==> config.mk <==
export PLATFORM = sky130hd
export DESIGN_NAME = walk_service_fsm_flat
export DESIGN_NICKNAME = d
export VERILOG_FILES = /design/src/rtl/walk_service_fsm_if.sv /design/src/rtl/walk_service_fsm.sv /design/src/flat_wrapper.sv
export SDC_FILE = /design/constraint.sdc
export NUM_CORES = 1
export LEC_CHECK = 0
export CAP_MARGIN = 10
export CORE_MARGIN = 2
export CORE_UTILIZATION = 40
export DETAILED_ROUTE_END_ITERATION = 16
export MAX_ROUTING_LAYER = met4
export PLACE_DENSITY_LB_ADDON = 0.08
export SETUP_SLACK_MARGIN = 0.2
export SLEW_MARGIN = 40
export SYNTH_ARGS = -nofsm -noshare
export SYNTH_HDL_FRONTEND = slang
export SYNTH_SLANG_ARGS = --single-unit
==> constraint.sdc <==
create_clock -name clk -period 1.8 [get_ports clk]
set_clock_uncertainty 0.05 [all_clocks]
set_input_delay 0.54 -clock clk [delete_from_list [all_inputs] [get_ports clk]]
set_output_delay 0.54 -clock clk [all_outputs]
set_load 0.01 [all_outputs]
==> src/rtl/walk_service_fsm_if.sv <==
// ---------------------------------------------------------------------------
// walk_service_fsm_if
//
// Bundles the signals exchanged between the walk service block and its
// surroundings (the walk request register, the main traffic controller and
// the 1 Hz tick divider).
//
// Signals:
//   tick         1 Hz one-clock timing enable from the divider
//   wr           pending walk request held by the walk request register
//   walk_window  main controller grants the pedestrian crossing
//   wr_reset     one-clock pulse that clears the walk request register
//   walk_lamp    steady walk indication
//   walk_flash   flashing walk indication
//   walk_done    one-clock pulse handing control back to the main controller
//   busy         walk service in progress (any state but idle)
//
// Modports:
//   master  the environment side: drives tick/wr/walk_window, sees the lamps
//   slave   the walk service block itself
// ---------------------------------------------------------------------------
interface walk_service_fsm_if;

   logic tick;
   logic wr;
   logic walk_window;
   logic wr_reset;
   logic walk_lamp;
   logic walk_flash;
   logic walk_done;
   logic busy;

   modport master (
      output tick,
      output wr,
      output walk_window,
      input  wr_reset,
      input  walk_lamp,
      input  walk_flash,
      input  walk_done,
      input  busy
   );

   modport slave (
      input  tick,
      input  wr,
      input  walk_window,
      output wr_reset,
      output walk_lamp,
      output walk_flash,
      output walk_done,
      output busy
   );

endinterface

==> src/rtl/walk_service_fsm.sv <==
// ---------------------------------------------------------------------------
// walk_service_fsm
//
// Consumer end of the pedestrian walk-request path. Waits until a walk
// request is pending and the main controller has opened a walk window,
// acknowledges the request with a one-clock wr_reset pulse, runs the steady
// walk lamp for WALK_TIME ticks, flashes it for FLASH_TIME ticks and then
// reports completion with a one-clock walk_done pulse.
//
// All phase timing is measured in tick enables, not raw clocks.
//
// Parameters:
//   WALK_TIME   ticks spent with the steady walk lamp on (1 .. 2^CNT_W-1)
//   FLASH_TIME  ticks spent in the flashing phase      (1 .. 2^CNT_W-1)
//   CNT_W       width of the tick down-counter
//
// Ports:
//   clk      system clock, rising edge
//   reset_n  asynchronous active-low reset
//   bus      walk_service_fsm_if.slave (tick, wr, walk_window in;
//            wr_reset, walk_lamp, walk_flash, walk_done, busy out)
// ---------------------------------------------------------------------------
module walk_service_fsm #(
   parameter int WALK_TIME  = 4,
   parameter int FLASH_TIME = 3,
   parameter int CNT_W      = 4
) (
   input  logic                clk,
   input  logic                reset_n,
   walk_service_fsm_if.slave   bus
);

   typedef enum logic [2:0] {
      IDLE  = 3'd0,
      ACK   = 3'd1,
      WALK  = 3'd2,
      FLASH = 3'd3,
      DONE  = 3'd4
   } state_t;

   // The counter holds "ticks remaining minus one", so a phase of N ticks
   // is loaded with N-1 and ends on the tick that finds it at zero.
   localparam logic [CNT_W-1:0] WALK_LOAD  = CNT_W'(WALK_TIME - 1);
   localparam logic [CNT_W-1:0] FLASH_LOAD = CNT_W'(FLASH_TIME - 1);
   localparam logic [CNT_W-1:0] CNT_ONE    = CNT_W'(1);

   state_t            state;
   state_t            state_nxt;
   logic [CNT_W-1:0]  cnt;
   logic [CNT_W-1:0]  cnt_nxt;
   logic              flash_on;
   logic              flash_on_nxt;

   logic              wr_reset_nxt;
   logic              walk_lamp_nxt;
   logic              walk_flash_nxt;
   logic              walk_done_nxt;
   logic              busy_nxt;

   logic              wr_reset_q;
   logic              walk_lamp_q;
   logic              walk_flash_q;
   logic              walk_done_q;
   logic              busy_q;

   // State, counter and flash phase register. The reset is asynchronous so
   // that pulling reset_n low mid-service darkens the lamps immediately,
   // without waiting for a clock edge.
   always_ff @(posedge clk or negedge reset_n) begin
      if (!reset_n) begin
         state    <= IDLE;
         cnt      <= '0;
         flash_on <= 1'b0;
      end else begin
         state    <= state_nxt;
         cnt      <= cnt_nxt;
         flash_on <= flash_on_nxt;
      end
   end

   // Next-state logic. Ticks only matter in WALK and FLASH; a tick that
   // lands while acknowledging is simply dropped so that WALK always gets
   // its full complement of ticks. Once the request has been acknowledged
   // the walk window is no longer consulted: the main controller keeps the
   // vehicle lanes red until walk_done, so the service always completes.
   // The counter only counts down while nonzero, so it can never wrap.
   always_comb begin
      state_nxt    = state;
      cnt_nxt      = cnt;
      flash_on_nxt = flash_on;

      case (state)
         IDLE: begin
            if (bus.wr && bus.walk_window) begin
               state_nxt = ACK;
            end
         end

         ACK: begin
            state_nxt = WALK;
            cnt_nxt   = WALK_LOAD;
         end

         WALK: begin
            if (bus.tick) begin
               if (cnt == '0) begin
                  state_nxt    = FLASH;
                  cnt_nxt      = FLASH_LOAD;
                  flash_on_nxt = 1'b1;
               end else begin
                  cnt_nxt = cnt - CNT_ONE;
               end
            end
         end

         FLASH: begin
            if (bus.tick) begin
               if (cnt == '0) begin
                  state_nxt    = DONE;
                  flash_on_nxt = 1'b0;
               end else begin
                  cnt_nxt      = cnt - CNT_ONE;
                  flash_on_nxt = ~flash_on;
               end
            end
         end

         DONE: begin
            state_nxt    = IDLE;
            flash_on_nxt = 1'b0;
         end

         default: begin
            state_nxt    = IDLE;
            cnt_nxt      = '0;
            flash_on_nxt = 1'b0;
         end
      endcase
   end

   // Output decode is done on the next state so that the output flops
   // below line up cycle-for-cycle with the state register. This keeps every
   // output a direct flop output with no path from the inputs.
   always_comb begin
      wr_reset_nxt   = 1'b0;
      walk_lamp_nxt  = 1'b0;
      walk_flash_nxt = 1'b0;
      walk_done_nxt  = 1'b0;
      busy_nxt       = 1'b0;

      case (state_nxt)
         IDLE: begin
            busy_nxt = 1'b0;
         end

         ACK: begin
            wr_reset_nxt = 1'b1;
            busy_nxt     = 1'b1;
         end

         WALK: begin
            walk_lamp_nxt = 1'b1;
            busy_nxt      = 1'b1;
         end

         FLASH: begin
            walk_flash_nxt = flash_on_nxt;
            busy_nxt       = 1'b1;
         end

         DONE: begin
            walk_done_nxt = 1'b1;
            busy_nxt      = 1'b1;
         end

         default: begin
            busy_nxt = 1'b0;
         end
      endcase
   end

   // Output register. Shares the asynchronous reset with the state register
   // so both fall back to the idle picture together.
   always_ff @(posedge clk or negedge reset_n) begin
      if (!reset_n) begin
         wr_reset_q   <= 1'b0;
         walk_lamp_q  <= 1'b0;
         walk_flash_q <= 1'b0;
         walk_done_q  <= 1'b0;
         busy_q       <= 1'b0;
      end else begin
         wr_reset_q   <= wr_reset_nxt;
         walk_lamp_q  <= walk_lamp_nxt;
         walk_flash_q <= walk_flash_nxt;
         walk_done_q  <= walk_done_nxt;
         busy_q       <= busy_nxt;
      end
   end

   assign bus.wr_reset   = wr_reset_q;
   assign bus.walk_lamp  = walk_lamp_q;
   assign bus.walk_flash = walk_flash_q;
   assign bus.walk_done  = walk_done_q;
   assign bus.busy       = busy_q;

endmodule
==> src/flat_wrapper.sv <==
// flat-port wrapper written by rule: the top's interface ports become plain ports
module walk_service_fsm_flat 
#(
   parameter int WALK_TIME  = 4,
   parameter int FLASH_TIME = 3,
   parameter int CNT_W      = 4
)
  (clk, reset_n, bus_tick, bus_wr, bus_walk_window, bus_wr_reset, bus_walk_lamp, bus_walk_flash, bus_walk_done, bus_busy);
  walk_service_fsm_if bus_i ();
  input  logic clk;
  input  logic reset_n;
  input wire logic [$bits(bus_i.tick)-1:0] bus_tick;
  input wire logic [$bits(bus_i.wr)-1:0] bus_wr;
  input wire logic [$bits(bus_i.walk_window)-1:0] bus_walk_window;
  output wire logic [$bits(bus_i.wr_reset)-1:0] bus_wr_reset;
  output wire logic [$bits(bus_i.walk_lamp)-1:0] bus_walk_lamp;
  output wire logic [$bits(bus_i.walk_flash)-1:0] bus_walk_flash;
  output wire logic [$bits(bus_i.walk_done)-1:0] bus_walk_done;
  output wire logic [$bits(bus_i.busy)-1:0] bus_busy;
  assign bus_i.tick = bus_tick;
  assign bus_i.wr = bus_wr;
  assign bus_i.walk_window = bus_walk_window;
  assign bus_wr_reset = bus_i.wr_reset;
  assign bus_walk_lamp = bus_i.walk_lamp;
  assign bus_walk_flash = bus_i.walk_flash;
  assign bus_walk_done = bus_i.walk_done;
  assign bus_busy = bus_i.busy;
  walk_service_fsm #(.WALK_TIME(WALK_TIME), .FLASH_TIME(FLASH_TIME), .CNT_W(CNT_W)) u_core (.clk(clk), .reset_n(reset_n), .bus(bus_i));
endmodule
==> summary.txt, run 1 <==
===========================================================================
Clock net sink count .........................................           13
Average cell area after synthesis ............................   10.4 sq um
Final RePlAce weighted congestion ............................        0.785
Proportion of layout cells with a drive suffix above 1 .......        30.0%
Setup repair after global routing missed its margin ..........         true
Inserted Diodes ..............................................            0
Final max-slew violation count ...............................            0
Wire length of the first global-routing pass .................      2740 um
Required time at the endpoint of the critical path ...........      1.98 ns
Total Routed Length ..........................................      1600 um
Sequential cell area .........................................    325 sq um
Post-place setup slack .......................................    -0.190 ns
WS Path Type .................................................   reg -> reg
VDD IR max ...................................................       745 uV
Number of DRC violations after detailed routing ..............            0
Number of buffers added by the clock tree synthesis step .....            3
Startpoint class of the critical path ........................     register
Detail Placement HPWL ........................................      1110 um
Root Buffer .................................................. sky130_fd_sc_hd__clkbuf_4
Total congestion overflow after global routing ...............            0
Std-Cell Core Area ...........................................   1730 sq um
Count of unique library cells instantiated by Yosys ..........           35
Final number of hold-violating endpoints .....................            0
Via density ..................................................         5.32
Via total after detailed routing .............................          612
Largest fanout on the critical path ..........................            5
Count of final setup violators ...............................            0
Min Clock Period, post-route .................................      1.59 ns
Setup slack after layout .....................................     0.208 ns
Area of the mapped netlist ...................................    737 sq um
Launch point of the critical path ............................ u_core.cnt[0]
Clock insertion delay at the later pin of the skew report ....      0.29 ns
Final instance count without filler cells ....................          115
Reg2reg setup slack ..........................................      0.21 ns
Vias in the first global route ...............................          600
Status ....................................................... finished clean
Remaining max-slew budget at the tightest pin ................        77.6%
Maximum number of pins on one net before global-route repair .           14
Total area of multi-input combinational cells ................    418 sq um
Fillers ......................................................          170
Final period util ............................................        88.5%
Total routing resource utilization after global routing ......        19.1%
Routed length per instance ...................................      13.9 um
First-pass iteration count of the detailed router ............            5
Die Outline Area .............................................   2200 sq um
Antenna violations before repair .............................            0
Hold-fix buffers, CTS ........................................            0
Port Buffer Count ............................................            9
Transition at the pin with the smallest max-transition slack .     0.336 ns
Startpoint of the lowest-slack register-to-register path ..... u_core.cnt[0]
Class of the most critical hold timing path ..................  in -> async
CTS H-tree depth .............................................            1
Die height ...................................................      46.9 um
Count of max-cap constraint violations .......................            0
Register area share after synthesis ..........................        44.1%
Synthesis Warnings ...........................................            0
Synthesis-to-layout area growth ..............................        31.2%
Flip-flop and latch count after synthesis ....................           13
Number of nets in the layout .................................           98
Kind of end point of the critical path .......................     register
Initial standard-cell utilization of the core ................        42.7%
Clk slew on worst S/H paths ..................................      0.09 ns
Power per standard cell area ................................. 1540 nW/um^2
CTS tree .....................................................        built
Total negative setup slack ...................................         0 ns
Post-synth net total .........................................           78
Number of placed instances, taps included ....................          108
Arrival time reported for the critical path endpoint .........      1.77 ns
Clock Tree Buf Depth .........................................            2
Standby leakage power ........................................     0.429 nW
Post-route antenna net violation count .......................            0
Die width ....................................................      46.9 um
Mapped Cells .................................................           71
Number of placed I/O pins ....................................           10
Iteration-0 DRC Markers ......................................            3
Fmax achieved ................................................      628 MHz
Row count ....................................................           15
===========================================================================
layer usage:
layer,wire length (um),GRT usage [%],vias up,share of wire [%]
met2,729,27.9,11,46
met4,44,11.7,0,2.7
met3,42,3.46,4,2.6
met5,0,-,-,0
li1,-,-,311,-
met1,784,24.4,286,49
cells in the final DEF (no fill, tap or decap), types with 2 or more instances in the layout:
cell	count
sky130_fd_sc_hd__a31oi_1	2
sky130_fd_sc_hd__clkbuf_4	3
sky130_fd_sc_hd__clkdlybuf4s50_1	3
sky130_fd_sc_hd__a21oi_1	5
sky130_fd_sc_hd__dfrtp_1	13
sky130_fd_sc_hd__a21o_1	2
sky130_fd_sc_hd__nand2_1	3
sky130_fd_sc_hd__nor2_1	4
sky130_fd_sc_hd__nand2b_1	4
sky130_fd_sc_hd__dlygate4sd2_1	6
sky130_fd_sc_hd__nand3b_1	3
sky130_fd_sc_hd__inv_2	2
sky130_fd_sc_hd__buf_4	10
sky130_fd_sc_hd__nor3_1	3
sky130_fd_sc_hd__nand3_1	3
metrics by stage:
step                      utilization (%)  power, mW  hold slack, ns  area (sq um)
final                                56.0       1.49           0.490           967
after global routing                 56.0       1.61           0.514           967
after CTS                            55.7       1.48           0.492           961
after detailed placement             51.6       1.20           0.499           891
after global placement               51.6       1.20           0.494           891
after floorplan                         -      0.987           0.194           739
state kept, by name, summed over array words and instances, names as in the netlist:
| register | flops |
|---|---|
| u_core.state | 3 |
| u_core.bus.wr_reset | 1 |
| u_core.cnt | 4 |
| u_core.flash_on | 1 |
| u_core.bus.busy | 1 |
| u_core.bus.walk_lamp | 1 |
| u_core.bus.walk_flash | 1 |
| u_core.bus.walk_done | 1 |
report_power, final:
part	total, mW	switching, mW	internal [mW]	leakage [nW]
registers	0.506	0.114	0.392	0.159
logic	0.785	0.362	0.422	0.252
clock network	0.195	0.112	0.0827	0.0177
total	1.48	0.589	0.896	0.429
worst max-delay path, stage by stage, from the launching register on:
cell,delay [ns]
sky130_fd_sc_hd__dfrtp_1,0.40
sky130_fd_sc_hd__inv_2,0.09
sky130_fd_sc_hd__ha_4,0.14
sky130_fd_sc_hd__or3b_4,0.43
sky130_fd_sc_hd__a2111oi_4,0.30
sky130_fd_sc_hd__a221o_1,0.14
cell usage after synthesis:
cell                         n  area [sq um]
sky130_fd_sc_hd__or4b_1      1          10.0
sky130_fd_sc_hd__or3b_2      1          8.76
sky130_fd_sc_hd__nand4bb_1   1          11.3
sky130_fd_sc_hd__inv_1       2          7.51
sky130_fd_sc_hd__nand2_1     3          11.3
sky130_fd_sc_hd__nor4_1      1          6.26
sky130_fd_sc_hd__or3b_4      1          11.3
sky130_fd_sc_hd__buf_2       3          15.0
sky130_fd_sc_hd__buf_4       1          7.51
sky130_fd_sc_hd__o211ai_1    1          7.51
sky130_fd_sc_hd__o221a_2     1          11.3
sky130_fd_sc_hd__or4_1       1          7.51
sky130_fd_sc_hd__a21oi_1     5          25.0
sky130_fd_sc_hd__and3_1      1          6.26
sky130_fd_sc_hd__ha_1        2          25.0
sky130_fd_sc_hd__a221o_1     1          10.0
sky130_fd_sc_hd__nand3_1     3          15.0
sky130_fd_sc_hd__o311a_2     1          11.3
sky130_fd_sc_hd__a311oi_1    1          8.76
sky130_fd_sc_hd__nor3_1      3          15.0
sky130_fd_sc_hd__and3b_1     1          8.76
sky130_fd_sc_hd__a21o_1      2          15.0
sky130_fd_sc_hd__dfrtp_1    13           325
sky130_fd_sc_hd__a2111oi_4   1          27.5
sky130_fd_sc_hd__nor3b_2     1          12.5
sky130_fd_sc_hd__a31oi_1     2          12.5
sky130_fd_sc_hd__nand3b_1    3          22.5
sky130_fd_sc_hd__nand2b_1    4          25.0
sky130_fd_sc_hd__o21ai_0     1          5.00
sky130_fd_sc_hd__a211o_1     1          8.76
sky130_fd_sc_hd__nor2_1      4          15.0
sky130_fd_sc_hd__or2_2       1          6.26
sky130_fd_sc_hd__nor2b_1     1          6.26
sky130_fd_sc_hd__or3_1       1          6.26
sky130_fd_sc_hd__o221ai_1    1          8.76
area by class of cell:
type                            count  area share, %
Tap cell                           25           3.23
Inverter                            2          0.776
Multi-Input combinational cell     52           43.2
Timing Repair Buffer               19           16.3
Sequential cell                    13           33.6
Clock inverter                      1          0.517
Clock buffer                        3           2.33
cells by family after synthesis:
family / after synthesis / synth area share, %
flops: 13 / 44.1
fa+ha+maj: 2 / 3.40
compound gates: 18 / 20.5
buf+inv: 6 / 4.07
simple gates: 32 / 27.8
worst paths after layout:
kind,cells past startpoint,end
setup / recovery,5,u_core.cnt[1]
hold / removal,2,u_core.bus.walk_done
setup reg to reg,5,u_core.cnt[1]
hold reg to reg,1,u_core.bus.busy
max in group asynchronous,2,u_core.cnt[1]
min in group clk,1,u_core.bus.busy
repair_timing:
action	in CTS	in global routing
pin swaps	0	1
resized for setup	10	2
setup endpoints to repair	11	4
setup buffers	3	0
Note: power is estimated with default switching activity, not from simulation.
==> run 2, diff against run 1 <==
CORE_UTILIZATION = 35   (was 40)
SKIP_CTS_REPAIR_TIMING = 1   (was not set)
==> run 2 against run 1 <==
  * Via count is 4.1% higher
  * Sequential cell count stayed put
  * Cell count is 1.7% higher
  * Clock-buffer cell count stayed put
  * Fmax is 4.6% lower
  * Total power is 0.13% higher
  * Setup slack worse by 0.077 ns
  * Clock power is 2% lower
  * Critical path type unchanged
  * Largest cell class unchanged
==> summary.txt, run 2 (synthesis results as in run 1) <==
===========================================================================
Status ....................................................... finished clean
Initial standard-cell utilization of the core ................        37.2%   -5.5 points
Number of nets in the layout .................................           98   unchanged
Min Clock Period, post-route .................................      1.67 ns   +0.0774 ns
Power, Total .................................................      1.49 mW   +0.13%
Iteration-0 DRC Markers ......................................           12   +9
Final number of hold-violating endpoints .....................            0   unchanged
Power per standard cell area ................................. 1530 nW/um^2   -0.64%
Detail Placement HPWL ........................................      1230 um   +11%
Fmax achieved ................................................      599 MHz   -4.6%
Port Buffer Count ............................................            9   unchanged
Most common cell after layout, fill and taps aside ........... sky130_fd_sc_hd__dfrtp_1
Remaining max-slew budget at the tightest pin ................        77.3%   -0.35 points
Number of cells on the worst reg-to-reg path .................            5   unchanged
Startpoint class of the critical path ........................     register
Row count ....................................................           16   +1
Die Outline Area .............................................   2490 sq um   +13%
Final Core Density ...........................................        49.2%   -6.8 points
Transition at the pin with the smallest max-transition slack .     0.341 ns   +0.00518 ns
Via density ..................................................         5.44   +2.3%
Maximum number of pins on one net before global-route repair .           14   unchanged
WS Path Type .................................................   reg -> reg
Setup repair after global routing missed its margin ..........         true
Final RePlAce weighted congestion ............................        0.859   +9.4%
Antenna violations before repair .............................            0   unchanged
Class of the most critical hold timing path ..................  in -> async
CTS H-tree depth .............................................            1   unchanged
Most congested layer reported by global routing ..............         met2
Met2 Resource Use GR .........................................        21.8%   -6.2 points
Final max-slew violation count ...............................            0   unchanged
Most flops, register .........................................   u_core.cnt
Number of buffers added by the clock tree synthesis step .....            3   unchanged
Vias in the first global route ...............................          611   +1.8%
Required time at the endpoint of the critical path ...........      1.98 ns   about the same
Total congestion overflow after global routing ...............            0   unchanged
Clk slew on worst S/H paths ..................................      0.09 ns   about the same
Total routing resource utilization after global routing ......        16.2%   -2.9 points
Fillers ......................................................          196   +15%
Global Route met3 Usage ......................................        3.03%   -0.43 points
CTS tree .....................................................        built
Die height ...................................................      49.9 um   +6.3%
Largest fanout on the critical path ..........................            5   unchanged
Synthesis-to-layout area growth ..............................        32.3%
Routed length per instance ...................................      15.0 um   +8.0%
Die width ....................................................      49.9 um   +6.3%
Met1 GRT Util ................................................        21.1%   -3.3 points
Total Routed Length ..........................................      1760 um   +9.9%
Final period util ............................................        92.8%   +4.3 points
Post-route antenna net violation count .......................            0   unchanged
Kind of end point of the critical path .......................     register
Wire length of the first global-routing pass .................      2840 um   +3.8%
First-pass iteration count of the detailed router ............            6   +1
Count of max-cap constraint violations .......................            0   unchanged
Via total after detailed routing .............................          637   +4.1%
VDD IR max ...................................................       586 uV   -21%
Startpoint of the lowest-slack register-to-register path ..... u_core.cnt[1]
Most used cells in the layout excluding fill and tap cells ... sky130_fd_sc_hd__dfrtp_1, sky130_fd_sc_hd__buf_4, sky130_fd_sc_hd__dlymetal6s2s_1
Root Buffer .................................................. sky130_fd_sc_hd__clkbuf_4
Arrival time reported for the critical path endpoint .........      1.85 ns   +0.08 ns
Leading registers by flop count .............................. u_core.cnt x4, u_core.state x3
Clock Tree Buf Depth .........................................            2   unchanged
Clock net sink count .........................................           13   unchanged
Number of DRC violations after detailed routing ..............            0   unchanged
Proportion of layout cells with a drive suffix above 1 .......        26.7%   -3.3 points
Number of flip-flops in the largest register .................            4   unchanged
Inserted Diodes ..............................................            0   unchanged
Std-Cell Core Area ...........................................   1980 sq um   +15%
Reg2reg setup slack ..........................................      0.13 ns   -0.08 ns
FF-to-FF End ................................................. u_core.cnt[1]
Standby leakage power ........................................     0.485 nW   +13%
Number of placed I/O pins ....................................           10   unchanged
Count of final setup violators ...............................            0   unchanged
Clock insertion delay at the later pin of the skew report ....      0.28 ns   about the same
===========================================================================
==> run 2: final cells by class <==
class | count | area (sq um) | area share, %
well taps | 27 | 33.8 | 3.47
multi-input cells | 52 | 400 | 41.1
flip-flops and latches | 13 | 325 | 33.4
clock buffers | 3 | 22.5 | 2.31
repair buffers | 19 | 180 | 18.5
clock inverters | 1 | 5.00 | 0.513
inverters | 2 | 7.51 | 0.770
==> run 2: per-layer routing <==
layer,part of all wire [%],up-vias
met5,0,-
met4,2.4,0
met3,4.4,4
met2,48,17
met1,45,309
li1,-,307
==> run 2: how the worst max path moves through the flow <==
stage                         startpoint         endpoint  slack (ns)  cells past startpoint
global route               u_core.cnt[1]    u_core.cnt[1]        0.07                      5
finish                     u_core.cnt[1]    u_core.cnt[1]        0.13                      5
CTS                 u_core.bus.walk_lamp    bus_walk_lamp        0.04                      1
detailed placement              bus_tick  u_core.state[0]       -0.19                      5
global placement                bus_tick  u_core.state[0]       -0.16                      5
floorplan                  u_core.cnt[0]    u_core.cnt[3]        0.22                      5
==> run 2: report_power, final <==
part | internal, mW | leakage (nW) | switching [mW]
clock | 0.0826 | 0.0177 | 0.109
combinational | 0.430 | 0.308 | 0.357
sequential | 0.392 | 0.159 | 0.116
==> run 2: critical path, cell delays in order, from the launching register on <==
cell and delay (ns):
sky130_fd_sc_hd__dfrtp_1 0.41, sky130_fd_sc_hd__inv_2 0.09, sky130_fd_sc_hd__ha_4 0.14, sky130_fd_sc_hd__or3b_4 0.42
sky130_fd_sc_hd__a2111oi_4 0.36, sky130_fd_sc_hd__a221o_1 0.16
==> run 2: metrics by stage <==
stage          hold slack, ns  cell area [sq um]  setup TNS (ns)  setup WS, ns  instances
2_1_floorplan           0.194                739               0         0.218         71
6_report                0.499                975               0         0.130        117
3_5_place_dp            0.543                901          -0.999        -0.192        111
5_1_grt                 0.519                975               0        0.0682        117
3_3_place_gp            0.534                901          -0.776        -0.155        111
4_1_cts                 0.498                928               0        0.0365        115
